==> config.mk <==
export PLATFORM = sky130hd
export DESIGN_NAME = histoframe_mul_arbiter
export DESIGN_NICKNAME = d
export VERILOG_FILES = /design/src/rtl/histoframe_mul_arbiter.sv
export SDC_FILE = /design/constraint.sdc
export NUM_CORES = 1
export LEC_CHECK = 0
export ABC_AREA = 1
export BUFFER_PORTS_ARGS = -buffer_cell sky130_fd_sc_hd__buf_2
export CAP_MARGIN = 15
export CORE_MARGIN = 1
export CORE_UTILIZATION = 37
export CTS_CLUSTER_DIAMETER = 120
export DETAILED_ROUTE_END_ITERATION = 12
export GPL_TIMING_DRIVEN = 0
export PLACE_DENSITY_LB_ADDON = 0.08
export SYNTH_ARGS = -nofsm -noshare
export SYNTH_HDL_FRONTEND = slang
export SYNTH_SLANG_ARGS = --single-unit
==> constraint.sdc <==
create_clock -name clk -period 5.79 [get_ports clk]
set_input_delay 0.2895 -clock clk [delete_from_list [all_inputs] [get_ports clk]]
set_output_delay 0.2895 -clock clk [all_outputs]
set_load 0.02 [all_outputs]
==> src/rtl/histoframe_mul_arbiter.sv <==
`default_nettype none
// ============================================================================
//  Module   : histoframe_mul_arbiter
//  Purpose  : Round-robin arbiter sharing one pipelined unsigned multiplier
//             between NUM_REQ requesters. It owns the multiplier clock
//             enable, tracks a {valid, tag} slot per multiplier stage and
//             routes each product back to the requester that issued it.
//             Backpressure on the product at the pipeline tail freezes the
//             whole multiplier, so no product can be overwritten.
//
//  Ports    :
//    clk        in   clock
//    reset      in   asynchronous active-high reset
//    req_valid  in   [NUM_REQ]        per-requester operand valid
//    req_ready  out  [NUM_REQ]        operand accepted (one-hot or zero)
//    req_a      in   [NUM_REQ*DIN_W]  packed operand A, req i at [i*DIN_W +: DIN_W]
//    req_b      in   [NUM_REQ*DIN_W]  packed operand B, same packing
//    rsp_valid  out  [NUM_REQ]        product valid (one-hot or zero)
//    rsp_ready  in   [NUM_REQ]        product consumed
//    rsp_data   out  [DOUT_W]         product, broadcast, qualified by rsp_valid
//    mul_ce     out                   multiplier clock enable
//    mul_a      out  [DIN_W]          multiplier operand A
//    mul_b      out  [DIN_W]          multiplier operand B
//    mul_p      in   [DOUT_W]         multiplier product
//    occupancy  out  [ID_W+3]         valid slots in flight (0..LATENCY)
//    busy       out                   occupancy != 0
//
//  Revision : 1.0  initial release
// ============================================================================
module histoframe_mul_arbiter #(
    parameter int NUM_REQ = 2,   // number of requesters (2..8)
    parameter int ID_W    = 1,   // tag width, 2**ID_W >= NUM_REQ
    parameter int LATENCY = 4,   // multiplier latency in enabled cycles
    parameter int DIN_W   = 16,  // operand width
    parameter int DOUT_W  = 26   // truncated product width
) (
    input  logic                       clk,
    input  logic                       reset,
    input  logic [NUM_REQ-1:0]         req_valid,
    output logic [NUM_REQ-1:0]         req_ready,
    input  logic [NUM_REQ*DIN_W-1:0]   req_a,
    input  logic [NUM_REQ*DIN_W-1:0]   req_b,
    output logic [NUM_REQ-1:0]         rsp_valid,
    input  logic [NUM_REQ-1:0]         rsp_ready,
    output logic [DOUT_W-1:0]          rsp_data,
    output logic                       mul_ce,
    output logic [DIN_W-1:0]           mul_a,
    output logic [DIN_W-1:0]           mul_b,
    input  logic [DOUT_W-1:0]          mul_p,
    output logic [ID_W+2:0]            occupancy,
    output logic                       busy
);

    localparam int OCC_W = ID_W + 3;

    // ------------------------------------------------------------------
    // Slot pipeline state. Slot 0 pairs with the multiplier's first stage,
    // slot LATENCY-1 pairs with mul_p. Only the valid bits are reset; the
    // tags are don't-care whenever their valid bit is clear.
    // ------------------------------------------------------------------
    logic [LATENCY-1:0] r_slot_valid;
    logic [ID_W-1:0]    r_slot_tag [LATENCY];
    logic [ID_W-1:0]    r_rr_ptr;
    logic [OCC_W-1:0]   r_occupancy;

    logic               w_tail_valid;
    logic [ID_W-1:0]    w_tail_tag;
    logic               w_tail_ready;
    logic               w_ce;
    logic               w_retire;

    logic               w_grant_any;
    logic [ID_W-1:0]    w_grant_id;
    logic [ID_W:0]      w_cand;
    logic               w_fire;
    logic [DIN_W-1:0]   w_op_a;
    logic [DIN_W-1:0]   w_op_b;

    assign w_tail_valid = r_slot_valid[LATENCY-1];
    assign w_tail_tag   = r_slot_tag[LATENCY-1];

    // Ready of the consumer that owns the tail product. Tags only ever
    // come from a grant, so they always name an existing requester.
    always_comb begin
        w_tail_ready = 1'b0;
        for (int j = 0; j < NUM_REQ; j++) begin
            if (w_tail_tag == ID_W'(j)) begin
                w_tail_ready = rsp_ready[j];
            end
        end
    end

    // The pipeline advances unless a valid product sits at the tail and
    // its owner is not taking it this cycle.
    assign w_ce     = !w_tail_valid || w_tail_ready;
    assign w_retire = w_tail_valid && w_ce;

    // ------------------------------------------------------------------
    // Round-robin search starting just after the last granted index.
    // The candidate index is computed in ID_W+1 bits so that rr_ptr + k
    // (at most 2*NUM_REQ-1) never overflows before the wrap subtraction.
    // ------------------------------------------------------------------
    always_comb begin
        w_grant_any = 1'b0;
        w_grant_id  = '0;
        w_cand      = '0;
        for (int k = 1; k <= NUM_REQ; k++) begin
            w_cand = {1'b0, r_rr_ptr} + (ID_W+1)'(k);
            if (w_cand >= (ID_W+1)'(NUM_REQ)) begin
                w_cand = w_cand - (ID_W+1)'(NUM_REQ);
            end
            for (int j = 0; j < NUM_REQ; j++) begin
                if (!w_grant_any && req_valid[j] && (w_cand == (ID_W+1)'(j))) begin
                    w_grant_any = 1'b1;
                    w_grant_id  = ID_W'(j);
                end
            end
        end
    end

    // Operand mux for the granted requester.
    always_comb begin
        w_op_a = '0;
        w_op_b = '0;
        for (int j = 0; j < NUM_REQ; j++) begin
            if (w_grant_id == ID_W'(j)) begin
                w_op_a = req_a[j*DIN_W +: DIN_W];
                w_op_b = req_b[j*DIN_W +: DIN_W];
            end
        end
    end

    // An operation issues only when the pipeline moves. Reset is folded in
    // so that nothing appears accepted while the slots are held cleared.
    assign w_fire = w_grant_any && w_ce && !reset;

    always_comb begin
        req_ready = '0;
        rsp_valid = '0;
        for (int j = 0; j < NUM_REQ; j++) begin
            req_ready[j] = w_fire && (w_grant_id == ID_W'(j));
            rsp_valid[j] = w_tail_valid && (w_tail_tag == ID_W'(j));
        end
    end

    // Operands are driven to zero whenever nothing issues, so an idle or
    // stalled multiplier input is deterministic.
    assign mul_a    = w_fire ? w_op_a : '0;
    assign mul_b    = w_fire ? w_op_b : '0;
    assign mul_ce   = w_ce;
    assign rsp_data = mul_p;

    // ------------------------------------------------------------------
    // Slot valid bits, round-robin pointer and occupancy counter.
    // ------------------------------------------------------------------
    always_ff @(posedge clk or posedge reset) begin
        if (reset) begin
            r_slot_valid <= '0;
            r_rr_ptr     <= ID_W'(NUM_REQ - 1);
            r_occupancy  <= '0;
        end else begin
            if (w_ce) begin
                r_slot_valid[0] <= w_fire;
                for (int i = 1; i < LATENCY; i++) begin
                    r_slot_valid[i] <= r_slot_valid[i-1];
                end
            end
            if (w_fire) begin
                r_rr_ptr <= w_grant_id;
            end
            // Issue and retire on the same edge leave the count unchanged.
            if (w_fire && !w_retire) begin
                r_occupancy <= r_occupancy + OCC_W'(1);
            end else if (!w_fire && w_retire) begin
                r_occupancy <= r_occupancy - OCC_W'(1);
            end
        end
    end

    // Tags travel with the multiplier data and, like it, are not reset.
    always_ff @(posedge clk) begin
        if (w_ce) begin
            r_slot_tag[0] <= w_grant_id;
            for (int i = 1; i < LATENCY; i++) begin
                r_slot_tag[i] <= r_slot_tag[i-1];
            end
        end
    end

    assign occupancy = r_occupancy;
    assign busy      = (r_occupancy != '0);

endmodule
`default_nettype wire

==> results_dict.tcl <==
set metrics [dict create \
    ys_types 26 \
    vias 1732 \
    cts.repair.resized 0 \
    status "complete, no violations" \
    die_w_um 63.8 \
    root_buffer "clkbuf_8" \
    cts_num_sinks 13 \
    vdd_drop_max_uv 137 \
    drv_slew 0 \
    endpoint_kind "flip-flop" \
    synth_area_leaders "nand2_1, dfrtp_1, buf_4, a21oi_2, edfxtp_1" \
    dp_hpwl_um 3700 \
    grt-ovfl-total 0 \
    ys_warn_count 0 \
    grt_pass1_vias 1554 \
    start_util_pct 38.6 \
    synthFlopType "dfrtp_1" \
    viasPerCell 4.38 \
    utilization_pct 60.2 \
    holdWs_ns 0.0235 \
    crit_fanout 12 \
    syn_avg_cell_area_um2 6.86 \
    synth_top_cell_area_share_pct 21.8 \
    nets 448 \
    finalHoldViolations 0 \
    grt_usage_pct 20.8 \
    fin_crit_sh_pct 41.8 \
    htreeDepth 1 \
    cts_tree "built" \
    clockBufferDepth 2 \
    drive_above_1_share_pct 57.6 \
    syn_area_um2 1410 \
    grt_first_pass_wirelength_um 6920 \
    period_minus_slack_ns 2.42 \
    finClkSkew_ns 0.00619 \
    cellLeakagePower_nw 1.31 \
    p_per_area_nw_per_um2 352 \
    synthTopCellsByCount "nand2_1, buf_4, a21oi_1" \
    synth-async-reset-ratio_pct 69.2 \
    rsz0062_at_grt "no" \
    start_kind "flip-flop" \
    firstDrtPassIters 4 \
    rows 22 \
    worstPathRequired_ns 5.97 \
    grt_max_degree 13 \
    syn_to_final_growth_pct 55.9 \
    ioPinCount 164 \
    drtIter0Drc 88 \
    worstHoldPathType "input port to async pin" \
    post_cts_buffers 0 \
    setup_tns_ns 0 \
    num_antenna_cells 0 \
    dp_worst_setup_slack_ns 3.31 \
    total_power_mw 0.776 \
    cap_viol_max_count 0 \
    netlist_instances 206 \
    path_clk_slew_ns 0.06 \
    setup_ws_ns 3.37 \
    yosysMostFrequentCell "nand2_1" \
    die_area_um2 4070 \
    core_region_area_um2 3660 \
    worst_slew_pin_slew_ns 0.427 \
    die_h_um 63.8 \
    antenna_left 0 \
    synth-edff-count 4 \
    relSlewSlack_pct 71.5 \
    syn_nets 306 \
    finalSetupViolCount 0 \
    io_buffers 137 \
    synth_top_cell_by_area "nand2_1" \
    finalWeightedCongestion 0.751 \
    numCtsBuffers 3 \
    seq_area_frac_synth_pct 24.5 \
    critical_path_arrival_ns 2.60 \
    holdBufCountCts 0 \
    clk_latency_ns 0.24 \
    drc_errors 0 \
    ys_seq_elements 13 \
    path_class "flip-flop to flip-flop" \
    grt_antenna_before_repair 0 \
    fmax_mhz 413 \
    routedWlPerCell_um 11.1 \
    wl_um 4370 \
]
## through the flow
stage / cells / instance area [um^2]
2_1_floorplan: 206 / 1410
3_3_place_gp: 391 / 2160
3_5_place_dp: 391 / 2160
4_1_cts: 395 / 2200
5_1_grt: 395 / 2200
6_report: 395 / 2200
## power breakdown
| group | total (mW) | internal, mW | switching, mW | leakage [nW] |
|---|---|---|---|---|
| combinational | 0.506 | 0.194 | 0.312 | 1.14 |
| clock | 0.0794 | 0.0485 | 0.0309 | 0.0228 |
| sequential | 0.191 | 0.151 | 0.0394 | 0.147 |
| total | 0.776 | 0.393 | 0.382 | 1.31 |
## registers in the layout, summed over array words and instances, names as in the netlist
name / count
occupancy: 4
r_rr_ptr: 1
r_slot_tag: 4
r_slot_valid: 4
## per-layer routing
metal | GRT usage (%) | routed length [um] | part of all wire, %
met4 | 2.56 | 15 | 0.34
met5 | 0 | 0 | 0
met1 | 25.1 | 1760 | 40
met2 | 40.0 | 2370 | 54
met3 | 2.32 | 228 | 5.2
## layout by cell type, fill, tap and decap left out, drive strengths merged, types with 3 or more instances in the layout
master  count
buf       171
edfxtp      4
nand3       5
inv        12
clkbuf      6
xnor2       3
nor2        7
nand2      85
a21oi      33
dfrtp       8
ha          3
o21ai       5
## critical path: stages (launching register included)
cell and delay [ns]:
edfxtp_1 0.43, inv_1 0.10, nand2_2 0.07, nand3_4 0.14, nand3_2 0.10, buf_6 0.17, buf_8 0.14, inv_1 0.06
ha_1 0.21, inv_1 0.11, ha_1 0.35, nand2_1 0.11, nand2_1 0.06, nor2_1 0.11, nand2_1 0.06, nand2_1 0.05
nand2_1 0.04, nand2_1 0.05
## path summary, 6_finish.rpt
path | startpoint | endpoint | slack [ns] | depth (start not counted)
worst min register to register | r_slot_tag[0] | r_slot_tag[1] | 0.42 | 0
worst max register to register | r_slot_tag[3] | occupancy[3] | 3.37 | 17
max in group asynchronous | reset | r_rr_ptr | 5.44 | 2
min in group clk | r_slot_tag[0] | r_slot_tag[1] | 0.42 | 0
worst min-delay path | reset | occupancy[3] | 0.02 | 2
worst max-delay path | r_slot_tag[3] | occupancy[3] | 3.37 | 17
## logic make-up (layout without fill, tap and decap cells)
logic type | after synthesis | count (layout) | share of synthesized area [%]
and+or+nand+nor | 98 | 98 | 28.8
buffers and inverters | 49 | 190 | 22.2
adders and majority gates | 4 | 4 | 4.07
DFF | 13 | 13 | 24.5
AOI/OAI and AO/OA | 38 | 38 | 18.0
xor gates and xnor gates | 4 | 4 | 2.48
## layout make-up
class / instances / area, um^2
Fill cell: 361 / 1460
Multi-Input combinational cell: 144 / 753
Timing Repair Buffer: 137 / 686
Sequential cell: 13 / 347
Buffer: 36 / 265
Tap cell: 48 / 60.1
Inverter: 13 / 48.8
Clock buffer: 4 / 45.0
No activity file was read; power rests on OpenSTA's default activity.
